==> src/rtl/if_id_queue.sv <==
// Fetch-to-decode instruction queue: a small circular buffer with a valid/ready head and flush.
// Define IFQ_BYPASS_EN to let an empty queue forward the fetch entry to decode in the same cycle.
module if_id_queue #(
    parameter int unsigned     XLEN     = 32,
    parameter int unsigned     DEPTH    = 2,
    parameter logic [XLEN-1:0] NOP_INST = 32'h0000_0013
) (
    input  logic                   clk,
    input  logic                   rst_n,
    // fetch side
    input  logic                   if_valid,
    input  logic [XLEN-1:0]        if_pc,
    input  logic [XLEN-1:0]        if_inst,
    input  logic                   if_int_flag,
    input  logic                   if_exp_flag,
    output logic                   ifq_ready,
    // control
    input  logic                   flush,
    // decode side
    input  logic                   id_ready,
    output logic                   id_valid,
    output logic [XLEN-1:0]        id_pc,
    output logic [XLEN-1:0]        id_inst,
    output logic                   id_int_flag,
    output logic                   id_exp_flag,
    output logic [$clog2(DEPTH):0] ifq_count
);

    localparam int unsigned PtrW = $clog2(DEPTH);
    localparam int unsigned CntW = PtrW + 1;

    logic [PtrW-1:0] rd_ptr_q, rd_ptr_d;
    logic [PtrW-1:0] wr_ptr_q, wr_ptr_d;
    logic [CntW-1:0] count_q, count_d;

    logic [XLEN-1:0] pc_mem_q   [DEPTH];
    logic [XLEN-1:0] inst_mem_q [DEPTH];
    logic            int_mem_q  [DEPTH];
    logic            exp_mem_q  [DEPTH];

    logic            full;
    logic            empty;
    logic            bypass;
    logic            push;
    logic            pop;
    logic            wr_en;
    logic            rd_en;

    logic [XLEN-1:0] head_pc;
    logic [XLEN-1:0] head_inst;
    logic            head_int;
    logic            head_exp;

    // Handshake decode. ifq_ready depends only on registered occupancy.
    always_comb begin
        full      = (count_q == CntW'(DEPTH));
        empty     = (count_q == '0);
        ifq_ready = ~full;
        bypass    = 1'b0;
`ifdef IFQ_BYPASS_EN
        bypass    = empty & if_valid & ~flush;
`endif
        id_valid  = ~empty | bypass;
        push      = if_valid & ifq_ready & ~flush;
        pop       = id_valid & id_ready & ~flush;
        // A bypassed entry taken by decode is never written to storage.
        wr_en     = push & ~(bypass & id_ready);
        rd_en     = pop & ~empty;
    end

    always_comb begin
        rd_ptr_d = rd_ptr_q;
        wr_ptr_d = wr_ptr_q;
        count_d  = count_q;
        if (flush) begin
            rd_ptr_d = '0;
            wr_ptr_d = '0;
            count_d  = '0;
        end else begin
            if (wr_en) begin
                wr_ptr_d = wr_ptr_q + PtrW'(1);
            end
            if (rd_en) begin
                rd_ptr_d = rd_ptr_q + PtrW'(1);
            end
            unique case ({wr_en, rd_en})
                2'b10:   count_d = count_q + CntW'(1);
                2'b01:   count_d = count_q - CntW'(1);
                default: count_d = count_q;
            endcase
        end
    end

    always_ff @(posedge clk or negedge rst_n) begin
        if (!rst_n) begin
            rd_ptr_q <= '0;
            wr_ptr_q <= '0;
            count_q  <= '0;
        end else begin
            rd_ptr_q <= rd_ptr_d;
            wr_ptr_q <= wr_ptr_d;
            count_q  <= count_d;
        end
    end

    // Payload storage carries no reset; occupancy alone qualifies it.
    always_ff @(posedge clk) begin
        if (wr_en) begin
            pc_mem_q[wr_ptr_q]   <= if_pc;
            inst_mem_q[wr_ptr_q] <= if_inst;
            int_mem_q[wr_ptr_q]  <= if_int_flag;
            exp_mem_q[wr_ptr_q]  <= if_exp_flag;
        end
    end

    always_comb begin
        head_pc   = pc_mem_q[rd_ptr_q];
        head_inst = inst_mem_q[rd_ptr_q];
        head_int  = int_mem_q[rd_ptr_q];
        head_exp  = exp_mem_q[rd_ptr_q];
`ifdef IFQ_BYPASS_EN
        if (bypass) begin
            head_pc   = if_pc;
            head_inst = if_inst;
            head_int  = if_int_flag;
            head_exp  = if_exp_flag;
        end
`endif
    end

    // Faulting fetches reach decode as a NOP so only the exception flag acts on them.
    always_comb begin
        id_pc       = '0;
        id_inst     = NOP_INST;
        id_int_flag = 1'b0;
        id_exp_flag = 1'b0;
        if (id_valid) begin
            id_pc       = head_pc;
            id_int_flag = head_int;
            id_exp_flag = head_exp;
            id_inst     = head_exp ? NOP_INST : head_inst;
        end
    end

    assign ifq_count = count_q;

endmodule

==> config.mk <==
export PLATFORM = sky130hd
export DESIGN_NAME = if_id_queue
export DESIGN_NICKNAME = d
export VERILOG_FILES = /design/src/rtl/if_id_queue.sv
export SDC_FILE = /design/constraint.sdc
export NUM_CORES = 1
export LEC_CHECK = 0
export BUFFER_PORTS_ARGS = -buffer_cell sky130_fd_sc_hd__buf_4
export CAP_MARGIN = 20
export CORE_ASPECT_RATIO = 0.6
export CORE_MARGIN = 8
export CORE_UTILIZATION = 40
export DETAILED_ROUTE_END_ITERATION = 7
export PLACE_DENSITY = 0.72
export SKIP_CTS_REPAIR_TIMING = 1
export SYNTH_ARGS = -nofsm -noshare
export SYNTH_HDL_FRONTEND = slang
export SYNTH_SLANG_ARGS = --single-unit
==> constraint.sdc <==
create_clock -name clk -period 18.95 [get_ports clk]
set_clock_uncertainty 0.05 [all_clocks]
set_input_delay 0.9475 -clock clk [delete_from_list [all_inputs] [get_ports clk]]
set_output_delay 0.9475 -clock clk [all_outputs]
set_load 0.05 [all_outputs]
==> results.sh <==
export IMPL_outcome="complete, no violations"
export IMPL_cts_max_path_buffers=2
export IMPL_fp_dieW_um=164
export IMPL_met3_length_um=1110
export IMPL_hold_viol=0
export IMPL_synth_nets=377
export IMPL_grt_start_max_net_pins=67
export IMPL_overflow=0
export IMPL_core_area_um2=12800
export IMPL_synthCells=306
export IMPL_ys_async_sr_fraction_pct=2.94
export IMPL_wl_met2_um=5150
export IMPL_crit_slowest_cell="nand2_1"
export IMPL_final_common_cell="buf_4"
export IMPL_fin_ws_ps=15060
export IMPL_gp_congestion=0.789
export IMPL_drt_wl_total_um=10900
export IMPL_finalNonFillerCells=635
export IMPL_layout_common_cells="143 x buf_4, 132 x edfxtp_1, 66 x mux2i_1"
export IMPL_layout_nets=525
export IMPL_ctsRootBufferMaster="clkbuf_16"
export IMPL_worstHoldPathType="in2async"
export IMPL_synth_cell_types=25
export IMPL_clockPowerShare_pct=37.7
export IMPL_area_growth_pct=32.6
export IMPL_critical_path_arrival_ps=2890
export IMPL_start_util_pct=40.8
export IMPL_rrSetupSlack_ps=16690
export IMPL_crit_chain="nor2_4, inv_2, nand2_1, nor2_1, buf_4"
export IMPL_powerDensity_nw_per_um2=104
export IMPL_wire_per_inst_um=17.2
export IMPL_p_seq_share_pct=48.3
export IMPL_yosys_area_share_simple_pct=6.03
export IMPL_ant_nets=0
export IMPL_first_global_vias=3290
export IMPL_r2r_end="inst_mem_q[1][18]"
export IMPL_fp_row_count=32
export IMPL_dp_hpwl_um=7250
export IMPL_wl_met1_um=4660
export IMPL_drt_first_pass_iters=7
export IMPL_synth_top_family_by_area="multiplexers"
export IMPL_synth_compound_area_share_pct=0.862
export IMPL_relSlewSlack_pct=33.6
export IMPL_syn_cell_area_um2=5230
export IMPL_ys_flop_type="edfxtp_1"
export IMPL_max_cap_violations=0
export IMPL_synth_warnings=0
export IMPL_peakVddDrop_mv=0.0597
export IMPL_cp_startpoint="ifq_count[1]"
export IMPL_clock_latency_ps=390
export IMPL_post_route_drc_count=0
export IMPL_die_height_um=105
export IMPL_vias_per_cell=4.73
export IMPL_p_int_mw=0.541
export IMPL_synth_mux_area_share_pct=13.1
export IMPL_final_layout_size_suffix_gt1_share_pct=37.4
export IMPL_timing_rr_start="ifq_count[1]"
export IMPL_cp_end_kind="primary output"
export IMPL_clk_pin_slew_worst_paths_ps=60
export IMPL_p_switching_mw=0.182
export IMPL_setup_viol=0
export IMPL_top_layer="met4"
export IMPL_io_buffers=140
export IMPL_place_ws_ps=15420
export IMPL_ff2ff_path_depth=5
export IMPL_setup_tns_final_ps=0
export IMPL_yosys_area_share_adder_pct=0
export IMPL_seq_area_frac_synth_pct=77.8
export IMPL_power_leakage_nw=2.56
export IMPL_dp_cells=605
export IMPL_fmax_mhz=257
export IMPL_p_comb_share_pct=14.0
export IMPL_path_class="reg2out"
export IMPL_drtIter0Drc=200
export IMPL_swShare_pct=25.2
export IMPL_cts_tree="yes"
export IMPL_fin_crit_ps=3890
export IMPL_totalPowerFinal_mw=0.723
export IMPL_finalMaxSlewViolations=0
export IMPL_cts_inserted_buffers=17
export IMPL_clock_sinks=136
export IMPL_synth_avg_cell_area_um2=17.1
export IMPL_rsz0062_at_grt="false"
export IMPL_cp_max_fo=35
export IMPL_synth_seq_cells=136
export IMPL_antenna_found_initial=0
export IMPL_synth_edff_count=132
export IMPL_grt_usage_pct=12.8
export IMPL_critical_path_startpoint_type="flip-flop"
export IMPL_synth_xor_area_share_pct=0.168
export IMPL_ioPinCount=141
export IMPL_cts_max_level=4
export IMPL_grt_pass1_wl_um=16900
export IMPL_dieArea_um2=17100
export IMPL_finalCritPeriodShare_pct=20.5
export IMPL_critPathRequiredTime_ps=17950
export IMPL_tightest_slew_ps=994
export IMPL_dr_total_vias=3005
export IMPL_n_antenna_cell=0
export IMPL_cp_endpoint="id_inst[16]"
export IMPL_cpPeakStageDelay_ps=770
[sequential cells by signal (all words and copies together), names as in the netlist]
register	flops
rd_ptr_q	1
wr_ptr_q	1
ifq_count	2
inst_mem_q	64
int_mem_q	2
pc_mem_q	64
exp_mem_q	2
[through the flow]
| stage | utilization (%) | hold WS, ps | area (µm²) |
|---|---|---|---|
| CTS | 54.1 | 260 | 6930 |
| detailed placement | 50.2 | 561 | 6430 |
| floorplan | - | 479 | 5230 |
| global route | 54.1 | 261 | 6930 |
| global placement | 50.2 | 517 | 6430 |
| finish | 54.1 | 287 | 6930 |
[power by group through the flow]
stage / logic, mW / registers, mW / clock network (mW)
finish: 0.101 / 0.349 / 0.273
global route: 0.107 / 0.350 / 0.292
CTS: 0.103 / 0.349 / 0.281
detailed placement: 0.102 / 0.355 / 0
global placement: 0.101 / 0.354 / 0
floorplan: 0.0680 / 0.354 / 0
[worst max-delay path: cells and delay by family (launching register included)]
kind	cells	cell delay, ps
and+or+nand+nor	3	1630
DFF	1	460
buffers and inverters	2	390
[worst min-delay path by stage]
stage | from | end | slack [ps] | cells after the start
2_1_floorplan | wr_ptr_q | wr_ptr_q | 480 | 2
3_3_place_gp | wr_ptr_q | wr_ptr_q | 520 | 2
3_5_place_dp | wr_ptr_q | wr_ptr_q | 560 | 2
4_1_cts | rst_n | rd_ptr_q | 260 | 1
5_1_grt | rst_n | rd_ptr_q | 260 | 1
6_report | rst_n | rd_ptr_q | 290 | 1
[metal layers]
metal / GRT usage [%] / up-vias
li1: - / 1434
met1: 15.1 / 1449
met2: 20.5 / 120
met3: 5.92 / 2
met4: 4.26 / 0
met5: 0 / -
[cell type report]
cell class	instances	area, µm²
Clock buffer	19	433
Multi-Input combinational cell	153	1070
Timing Repair Buffer	143	1070
Fill cell	1047	5890
Clock inverter	11	61.3
Tap cell	170	213
Inverter	3	11.3
Sequential cell	136	4070
[cell families (layout without fill, tap and decap cells)]
| group | Yosys count | count (layout) |
|---|---|---|
| flip-flops | 136 | 136 |
| AO/OA/AOI/OAI | 8 | 8 |
| AND/OR/NAND/NOR | 77 | 77 |
| multiplexers | 67 | 67 |
| buffers and inverters | 17 | 176 |
| XOR/XNOR | 1 | 1 |
[synthesized netlist by cell type (all sizes together) (2+ instances only)]
library cell    n  area [µm²]
edfxtp        132        3960
buf            11        86.3
mux2i          67         683
nand2           2        7.51
nor3b           2        15.0
inv             3        11.3
nand3           3        15.0
o21ai           2        10.0
clkbuf          3        11.3
dfrtp           4         100
a21oi           4        20.0
nor2           65         246
Power figures use the tool's default switching activity.
